$ cat src/rtl/rob_sn_allocator_pkg.sv
// Shared defaults and count-update encoding for the ROB sequence-number allocator.
// The depth/bitwidth defaults stand in for ROB_DEPTH / ROB_BITWIDTH of the wider codebase.
package rob_sn_allocator_pkg;

    localparam int ROB_DEPTH    = 16;
    localparam int ROB_BITWIDTH = 32;

    typedef enum logic [1:0] {
        CNT_HOLD,
        CNT_INC,
        CNT_DEC
    } cnt_op_e;

    // A simultaneous allocate and retire leaves the occupancy unchanged.
    function automatic cnt_op_e cnt_op(input logic alloc_fire, input logic retire_fire);
        case ({alloc_fire, retire_fire})
            2'b10:   return CNT_INC;
            2'b01:   return CNT_DEC;
            default: return CNT_HOLD;
        endcase
    endfunction

endpackage

$ cat src/rtl/rob_SnPtr.sv
// Wrapping sequence-number pointer; wraps naturally at 2**p_ptrwidth (== ROB depth).
// clr (flush) and rst both return the pointer to SN 0.
module rob_SnPtr #(
    parameter int p_ptrwidth = 4
) (
    input  logic                  clk,
    input  logic                  rst,
    input  logic                  clr,
    input  logic                  incr,
    output logic [p_ptrwidth-1:0] ptr
);

    // NOTE: sequential state uses non-blocking (<=) so every register samples pre-edge values.
    always_ff @(posedge clk) begin
        if (rst || clr) begin
            ptr <= '0;
        end else if (incr) begin
            ptr <= ptr + 1'b1;
        end
    end

endmodule

$ cat src/rtl/rob_sn_allocator.sv
// Hands out in-order SNs to dispatch, frees them from the ROB dequeue stream and
// republishes each retirement as a registered SN-tagged event one cycle later.
module rob_sn_allocator
    import rob_sn_allocator_pkg::*;
#(
    parameter int p_depth    = ROB_DEPTH,
    parameter int p_ptrwidth = $clog2(p_depth),
    parameter int p_bitwidth = ROB_BITWIDTH
) (
    input  logic                  clk,
    input  logic                  rst,
    input  logic                  alloc_en,
    output logic                  alloc_rdy,
    output logic [p_ptrwidth-1:0] alloc_sn,
    input  logic                  flush,
    input  logic                  deq_front_cpl,
    input  logic [p_bitwidth-1:0] deq_front_data,
    output logic                  retire_val,
    output logic [p_ptrwidth-1:0] retire_sn,
    output logic [p_bitwidth-1:0] retire_data,
    output logic [p_ptrwidth:0]   count,
    output logic                  empty,
    output logic                  err
);

    localparam logic [p_ptrwidth:0] DepthC = p_depth[p_ptrwidth:0];

    logic [p_ptrwidth-1:0] head_ptr;
    logic [p_ptrwidth-1:0] tail_ptr;
    logic                  alloc_fire;
    logic                  retire_fire;
    logic                  deq_while_empty;
    logic [p_ptrwidth:0]   count_nxt;

    // Readiness comes only from registered count, so a same-cycle retire cannot unblock a full queue.
    assign alloc_rdy       = (count < DepthC);
    assign empty           = (count == '0);
    assign alloc_sn        = tail_ptr;
    assign alloc_fire      = alloc_en && alloc_rdy && !flush;
    assign retire_fire     = deq_front_cpl && !empty && !flush;
    assign deq_while_empty = deq_front_cpl && empty;

    rob_SnPtr #(.p_ptrwidth(p_ptrwidth)) u_head_ptr (
        .clk  (clk),
        .rst  (rst),
        .clr  (flush),
        .incr (retire_fire),
        .ptr  (head_ptr)
    );

    rob_SnPtr #(.p_ptrwidth(p_ptrwidth)) u_tail_ptr (
        .clk  (clk),
        .rst  (rst),
        .clr  (flush),
        .incr (alloc_fire),
        .ptr  (tail_ptr)
    );

    // NOTE: assign a default first in always_comb so no path leaves count_nxt unassigned (no latch).
    always_comb begin
        count_nxt = count;
        unique case (cnt_op(alloc_fire, retire_fire))
            CNT_INC: count_nxt = count + 1'b1;
            CNT_DEC: count_nxt = count - 1'b1;
            default: count_nxt = count;
        endcase
    end

    always_ff @(posedge clk) begin
        if (rst) begin
            count <= '0;
        end else if (flush) begin
            count <= '0;
        end else begin
            count <= count_nxt;
        end
    end

    // Sticky error: a dequeue with nothing outstanding; flush does not clear it.
    always_ff @(posedge clk) begin
        if (rst) begin
            err <= 1'b0;
        end else if (deq_while_empty) begin
            err <= 1'b1;
        end
    end

    always_ff @(posedge clk) begin
        if (rst) begin
            retire_val  <= 1'b0;
            retire_sn   <= '0;
            retire_data <= '0;
        end else begin
            retire_val <= retire_fire;
            if (retire_fire) begin
                retire_sn   <= head_ptr;
                retire_data <= deq_front_data;
            end
        end
    end

endmodule

$ cat config.mk
export PLATFORM = sky130hd
export DESIGN_NAME = rob_sn_allocator
export DESIGN_NICKNAME = d
export VERILOG_FILES = /design/src/rtl/rob_sn_allocator_pkg.sv /design/src/rtl/rob_SnPtr.sv /design/src/rtl/rob_sn_allocator.sv
export SDC_FILE = /design/constraint.sdc
export NUM_CORES = 1
export LEC_CHECK = 0
export ABC_AREA = 1
export CORE_UTILIZATION = 44
export CTS_CLUSTER_DIAMETER = 100
export DETAILED_ROUTE_END_ITERATION = 16
export HOLD_SLACK_MARGIN = 0.12
export PLACE_DENSITY = 0.85
export SLEW_MARGIN = 20
export SYNTH_ARGS = -nofsm -noshare
export SYNTH_HDL_FRONTEND = slang
export SYNTH_SLANG_ARGS = --single-unit
$ cat constraint.sdc
create_clock -name clk -period 2.75 [get_ports clk]
set_input_delay 0.275 -clock clk [delete_from_list [all_inputs] [get_ports clk]]
set_output_delay 0.275 -clock clk [all_outputs]
set_load 0.02 [all_outputs]
-- Word level (Yosys, flattened, before mapping)
Index checks and enable logic that the tools add are counted.
- multiplexer cells: 2
- add/subtract/negate cells: 4
- equality and inequality tests: 4
- shift-type cells: 0
- reductions and logical operators: 11
- divide/modulo/power cells: 0
- multipliers: 0
- bitwise logic cells: 0
- $lt $le $gt $ge: 1
- operator list (cell ; count):
    $pmux W5 S2 ; 1
    $add A4 B1 Y4 const B ; 2
    $add A5 B1 Y5 const B ; 1
    $logic_and A1 B1 Y1 ; 5
    $logic_not A5 Y1 ; 1
    $lt A5 B5 Y1 const B ; 1
    $sub A5 B1 Y5 const B ; 1
    $eq A2 B1 Y1 const B ; 2
    $eq A2 B2 Y1 const B ; 2
    $pmux W2 S2 ; 1
    $logic_not A1 Y1 ; 2
    $reduce_bool A2 Y1 ; 1
    $reduce_or A2 Y1 ; 1
    $logic_or A1 B1 Y1 ; 1
- bits in registers: 51
- word-level logic and storage cells: 29
- latch bits: 0
- input bits: 37
- bits in writable memories: 0
- output and inout bits: 49
- memories kept: 0
- memory bits (read-only): 0

-- Depth between registers and ports, before layout
- depth after elaboration: 8
- depth in mapped cells: 15
- depth with buffers taken out: 13

-- Cells and area by module
Synthesis repeated with hierarchy kept, for this count alone.
- cell total of the unflattened synthesis: 268
- area total of the unflattened synthesis: 2374.8 um^2
- modules (own cells, without submodules) (module ; area an instance (um^2) ; instances ; sequential area each (um^2) ; cells an instance):
    rob_sn_allocator ; 2029.4 ; 1 ; 860.8 ; 224
    rob_SnPtr ; 172.7 ; 2 ; 80.1 ; 22

-- Worst setup path before layout
OpenSTA, ideal clock, no wires.
- kind: reg2reg
- start: register count[0]
- end: register count[3]
- slack: 0.453 ns
- required time: 2.641 ns
- buffers on the path: 2
- setup time: 0.109 ns
- cell stages (with the launch flop): 14
- period minus slack after synthesis: 2.297 ns
- data arrival time: 2.189 ns
- path through: dfxtp_1 > inv_1 > nand3_4 > nand3_2 > buf_6 > buf_6 > inv_1 > ha_1 > ha_1 > or2_2 > nand3b_1 > nand3_1 > nand2_1 > inv_1
- longest elaborated chain between the ends: 8
- elaborated cells between the ends (all ways): 16
- classes of those cells: add/sub: 2; order compare: 1; eq/ne: 4; mux: 2; reduce/logical: 7
- RTL lines (item ; RTL line ; text):
    from (decl) ; rob_sn_allocator.sv:21 ; output logic [p_ptrwidth:0] count,
    from (signal assigned) ; rob_sn_allocator.sv:75 ; count <= count_nxt;
    $logic_not A5 Y1 (*) ; rob_sn_allocator.sv:37 ; assign empty = (count == '0);
    $logic_not A1 Y1 (*) ; rob_sn_allocator.sv:40 ; assign retire_fire = deq_front_cpl && !empty && !flush;
    $logic_and A1 B1 Y1 (*) (2 in series) ; rob_sn_allocator.sv:40 ;
    net retire_fire ; rob_sn_allocator.sv:31 ; logic retire_fire;
    $eq A2 B1 Y1 or $eq A2 B2 Y1 (tied branches) ; rob_sn_allocator_pkg.sv:16 ; case ({alloc_fire, retire_fire})
    $pmux W2 S2 (*) ; rob_sn_allocator_pkg.sv:16 ;
    $eq A2 B2 Y1 or $eq A2 B1 Y1 (tied branches) ; rob_sn_allocator.sv:62 ; unique case (cnt_op(alloc_fire, retire_fire))
    $pmux W5 S2 or $reduce_bool A2 Y1 (tied branches) ; - ;
The timed path passes the listed nets; every way through them passes the cells marked *.
A chain may end at the register's enable or synchronous reset.

-- Worst setup path in the final report
Same ends and word-level chain as after synthesis.

==> out/qor.log <==
INFO  layout         area_taken_by_multi_input_logic_gates=986um2
INFO  cts            cts_hold_buffers=0
INFO  floorplan      floorplan.die.width=74.3um
INFO  power          seqPwrFrac=0.484
INFO  layout         area.sequential=1020um2
INFO  cts            clock-root-buffer=sky130_fd_sc_hd__clkbuf_8
INFO  worst_setup_path critical_path_buf_inv_count=3
INFO  worst_setup_path cp_data_required_time=2.96ns
INFO  job            drv.max_cap_violation_count=0
INFO  sta            report.final.slew_viol_count=0
INFO  cts            tritoncts_buffer_count=5
INFO  cts            worstSkewPairLatency=0.30ns
INFO  layout         post_route_cells_drive_above_1_share=0.0329
INFO  grt            maximum_number_of_pins_on_one_net_before_global_route_repair=76
INFO  yosys          synth_area_per_cell=6.72um2
INFO  drt            first_drt_iteration_drcs=91
INFO  placed_design  dp_cells=486
INFO  worst_setup_path worst-setup-path-type=register to register
INFO  layout         layout.filler_cells=426
INFO  sta            grt_setup_unrepaired=no
INFO  floorplan      fp.coreArea=4880um2
INFO  worst_setup_path max_incr_delay_on_cp=0.42ns
INFO  power          power.share.combinational=0.214
INFO  worst_setup_path worstPathCellList=inv_1 > nand3_4 > nand3_2 > inv_1 > ha_1 > ha_1 > or2_2 > nand3b_1 > nand3_1 > nand2_1 > inv_1
INFO  yosys          synthCells=342
INFO  worst_hold_path hold_path_class=register to register
INFO  floorplan      rows=25
INFO  drt            drt_pre_antenna_iters=4
INFO  power          vdd.ir_drop.worst=286uV
INFO  power          total_power=1.66mW
INFO  worst_setup_path crit-reg2reg-capture=count[3]$_SDFFE_PP0P_
INFO  worst_setup_path cp_common_cell=sky130_fd_sc_hd__inv_1
INFO  worst_setup_path crit_path_start_kind=register
INFO  grt            first_global_vias=2029
INFO  layout         mostFrequentLayoutCells=sky130_fd_sc_hd__nand2_1 (96), sky130_fd_sc_hd__nor2_1 (87), sky130_fd_sc_hd__clkdlybuf4s50_1 (85)
INFO  grt            grt_use_total=0.196
INFO  floorplan      number_of_i_o_pins=86
INFO  floorplan      die_h=74.3um
INFO  worst_setup_path critPathTopFamily=simple AND/OR/NAND/NOR gates
INFO  worst_hold_path timing.hold.worst.start=u_tail_ptr.ptr[3]$_SDFFE_PP0P_
INFO  power          swShare=0.266
INFO  sta            min_period_over_period=0.745
INFO  run_status     outcome=completed
INFO  power          clkPwrFrac=0.301
INFO  drt            vias_per_cell=4.57
INFO  grt            grt_antenna_before_repair=0
INFO  placed_design  buffer_ports.inserted=85
INFO  floorplan      die_area=5520um2
INFO  power          power_per_cell_area=506nW/um2
INFO  yosys          synth.lib_cells_used.distinct=21
INFO  yosys          ys_ff_latch=51
INFO  drt            drt_drc_violations_left=0
INFO  drt            drt_wl_total=5160um
INFO  sta            worstMarginPinSlew=0.687ns
INFO  layout         final_cell_count_no_fill=493
INFO  drt            postRouteAntennaNets=0
INFO  cts            cts.htree.levels=2
INFO  cts            cts.path.max_buffers=2
INFO  worst_hold_path holdPathEnd=u_tail_ptr.ptr[3]$_SDFFE_PP0P_
INFO  sta            period_needed=2.05ns
INFO  power          net-switching-power=0.442mW
INFO  worst_setup_path crit_path_top_delay_cell=sky130_fd_sc_hd__dfxtp_1
INFO  placed_design  finalWeightedCongestion=0.780
INFO  worst_setup_path critical_path_peak_fanout=7
INFO  cts            cts_tree=built
INFO  sta            totalNegativeSetupSlack=0ns
INFO  cts            cts.sink_count=51
INFO  worst_setup_path r2r.worst_path.cells=11
INFO  power          intPower=1.22mW
INFO  yosys          netlist_area=2300um2
INFO  layout         n_antenna_cell=0
INFO  placed_design  place.detailed.hpwl=3760um
INFO  cts            cts.reportedPaths.clkPinSlew=0.09ns
INFO  worst_setup_path worst_ep_arrival_time=2.26ns
INFO  sta            final-hold-violation-count=0
INFO  yosys          ys_seq_area_frac=0.444
INFO  grt            overflow=0
INFO  layout         layout_commonest_cell=sky130_fd_sc_hd__nand2_1
INFO  cts            post-cts-setup-buffer-count=0
INFO  yosys          ys_warn_count=0
INFO  sta            max_slew_margin=0.542
INFO  layout         syn_to_final_growth=42.5%
INFO  yosys          synth_nets=386
INFO  power          power_leakage=1.60nW
INFO  cts            ctsResizeCount=0
INFO  worst_setup_path reg2reg_from=count[0]$_SDFFE_PP0P_
INFO  worst_setup_path timing.reg2reg.setup_slack=0.70ns
INFO  layout         finalNetCount=470
INFO  sta            finalSetupViolCount=0
INFO  sta            max_freq=488MHz
INFO  worst_hold_path hold-path-cell-count=1
INFO  grt            grt_pass1_wl=8450um
INFO  worst_setup_path timing.critical_path.to_type=register
INFO  sta            final.setup_skew=0.00611ns
INFO  floorplan      floorplan.initialDensity=0.471
INFO  drt            vias=2251
INFO  drt            detail_route.wl_per_cell=10.5um
## worst max-delay path by stage
stage,from,endpoint,slack [ns],depth (start not counted)
6_report,count[0]$_SDFFE_PP0P_,count[3]$_SDFFE_PP0P_,0.70,11
5_1_grt,count[0]$_SDFFE_PP0P_,count[4]$_SDFFE_PP0P_,0.51,12
4_1_cts,count[0]$_SDFFE_PP0P_,count[3]$_SDFFE_PP0P_,0.69,11
3_5_place_dp,flush,count[3]$_SDFFE_PP0P_,0.40,10
3_3_place_gp,flush,count[3]$_SDFFE_PP0P_,0.47,10
2_1_floorplan,count[0]$_SDFFE_PP0P_,count[3]$_SDFFE_PP0P_,0.45,13
## cells by family after synthesis
kind of cell               Yosys count  share of synthesized area
xor gates and xnor gates             1                    0.00381
buffers and inverters               67                      0.127
AOI/OAI and AO/OA                   15                     0.0337
adders and majority gates            7                     0.0413
and+or+nand+nor                    201                      0.350
DFF                                 51                      0.444
## area by class of cell
class,instances,area share
Timing Repair Buffer,88,0.267
Tap cell,67,0.0256
Clock buffer,6,0.0221
Sequential cell,51,0.312
Inverter,56,0.0641
Clock inverter,1,0.00916
Multi-Input combinational cell,224,0.301
## metal layers
| metal | global-route usage | vias up | wire (um) |
|---|---|---|---|
| met5 | 0 | - | 0 |
| met4 | 0.0503 | 0 | 58 |
| met3 | 0.0542 | 5 | 383 |
| met2 | 0.368 | 76 | 2490 |
| met1 | 0.218 | 996 | 2240 |
| li1 | - | 1174 | - |
## sequential cells by signal, summed over array words and instances, names as in the netlist
register	cells
retire_val	1
err	1
u_tail_ptr.ptr	4
retire_sn	4
u_head_ptr.ptr	4
retire_data	32
count	5
## power groups by stage
| stage | sequential (mW) | clock (mW) | combinational (mW) |
|---|---|---|---|
| after global routing | 0.808 | 0.542 | 0.395 |
| after global placement | 0.818 | 0 | 0.347 |
| after CTS | 0.803 | 0.516 | 0.358 |
| after detailed placement | 0.820 | 0 | 0.356 |
| after floorplan | 0.869 | 0 | 0.144 |
| final | 0.803 | 0.499 | 0.355 |
## synth_stat cells (all sizes together)
cell type | count | area (um2)
or2 | 1 | 6.26
dfxtp | 51 | 1020
fa | 1 | 20.0
nand3b | 1 | 7.51
nor2 | 89 | 339
nand2 | 96 | 360
clkinv | 2 | 7.51
ha | 6 | 75.1
nand4 | 3 | 18.8
o21ai | 4 | 20.0
o21a | 1 | 7.51
nand3 | 11 | 72.6
inv | 54 | 203
clkbuf | 3 | 11.3
a21oi | 10 | 50.1
xor2 | 1 | 8.76
buf | 8 | 71.3
## per-stage QoR
step / util / instance area [um2] / setup slack, ns / hold slack (ns)
2_1_floorplan: - / 2300 / 0.453 / 0.347
3_3_place_gp: 0.651 / 3170 / 0.469 / 0.446
3_5_place_dp: 0.651 / 3170 / 0.400 / 0.461
4_1_cts: 0.672 / 3280 / 0.690 / 0.482
5_1_grt: 0.672 / 3280 / 0.514 / 0.507
6_report: 0.672 / 3280 / 0.702 / 0.478
Note: power is estimated with default switching activity, not from simulation.
==> patch: new RTL, config.mk and constraints unchanged <==
Change the package constant `ROB_BITWIDTH` from 32 to 48.
--- a/src/rtl/rob_sn_allocator_pkg.sv
+++ b/src/rtl/rob_sn_allocator_pkg.sv
@@ -3,7 +3,7 @@
 package rob_sn_allocator_pkg;
 
     localparam int ROB_DEPTH    = 16;
-    localparam int ROB_BITWIDTH = 32;
+    localparam int ROB_BITWIDTH = 48;
 
     typedef enum logic [1:0] {
         CNT_HOLD,
Interface: changed (resized deq_front_data and retire_data); port bits go from 86 to 118. No check against the original RTL was run, so the function may have changed too.
==> patch against the unedited design <==
  * Clock skew grew 0.00067 ns
  * Worst setup slack worse by 0.21 ns
  * Final area grew 31%
  * Final cell count rose by 28%
  * Synthesized area up 27%
  * Critical path type unchanged
  * Synthesized cell count grew 27%
  * Wire length up 33%
  * Total power rose by 37%
  * Worst hold slack worse by 0.0054 ns
  * Non-clock buffer count increased by 33
  * Global-route usage increased by 1.4 points
  * Sequential cell count is 16 higher
==> patch: results (changes against the unedited design) <==
Synth area leaders dfxtp_1, nand2_1, nor2_1, inv_1, ha_1 (unchanged); Worst Max-Slew Pin Slew 0.965 ns (was 0.687 ns); largest net degree at the start of global routing 106 (was 76); reg2reg setup slack 0.49 ns (was 0.70 ns); H-tree depth 3 (was 2); post-synthesis sequential area ratio 0.458 (was 0.444); Yosys cell types 20 (was 21); Detail Route met2 WL 3360 µm (was 2490 µm); Final Cell Area 0.00431 mm² (was 0.00328 mm²); global-route usage over all layers 0.210 (was 0.196); CTS Buf Count 9 (was 5); Initial DRC Count 81 (was 91); number of I/O port buffers 117 (was 85); Fillers 538 (was 426); HP Start retire_sn[0] (was u_tail_ptr.ptr[3]); Syn Area/Cell 6.72 µm² (about the same); Vias 2,840 (was 2,251); Max Clock Skew 0.00678 ns (was 0.00611 ns); Routed met3 length 489 µm (was 383 µm); LEAKAGE 0.00214 µW (was 0.00160 µW); highest cell delay on the worst timing path 0.48 ns (was 0.42 ns); met1 Track Usage GR 0.242 (was 0.218); Post-Layout Cell Count 633 (was 493); outcome completed (unchanged); GPL Wtd Cong 0.901 (was 0.780); grt met2 use 0.363 (was 0.368); pre-CTS setup slack 0.251 ns (was 0.400 ns); GRT met3 Usage 0.0762 (was 0.0542); placed insts 618 (was 486); worst path arrival time 2.48 ns (was 2.26 ns); WL met1 2980 µm (was 2240 µm); P_clk 738 µW (was 499 µW); top flop regs retire_data (48), count (5) (was retire_data (32), count (5)); DR WL/cell 10.9 µm (was 10.5 µm); Hold Path Stages 2 (was 1); Post-DP Area 0.00413 mm² (was 0.00317 mm²)
patch: worst max-delay path by stage:
stage                  start       end  slack (ns)
4_1_cts             count[0]  count[3]        0.52
3_3_place_gp   deq_front_cpl  count[3]        0.40
3_5_place_dp   deq_front_cpl  count[3]        0.25
2_1_floorplan       count[4]  count[3]        0.42
5_1_grt             count[0]  count[3]        0.35
6_report            count[0]  count[3]        0.49
patch: area by class of cell:
class,count,area share
sequential,67,0.311
multi-input combinational,283,0.285
timing repair buffer,121,0.279
inverter,70,0.0610
clock buffer,13,0.0392
tap,77,0.0224
clock inverter,2,0.00232
patch: kinds of logic after synthesis:
| kind of cell | synth area share |
|---|---|
| AO/OA/AOI/OAI | 0.0282 |
| XOR/XNOR | 0.0180 |
| adder cells (fa/ha/maj) | 0.0325 |
| buffers and inverters | 0.126 |
| flip-flops | 0.458 |
| AND/OR/NAND/NOR | 0.338 |
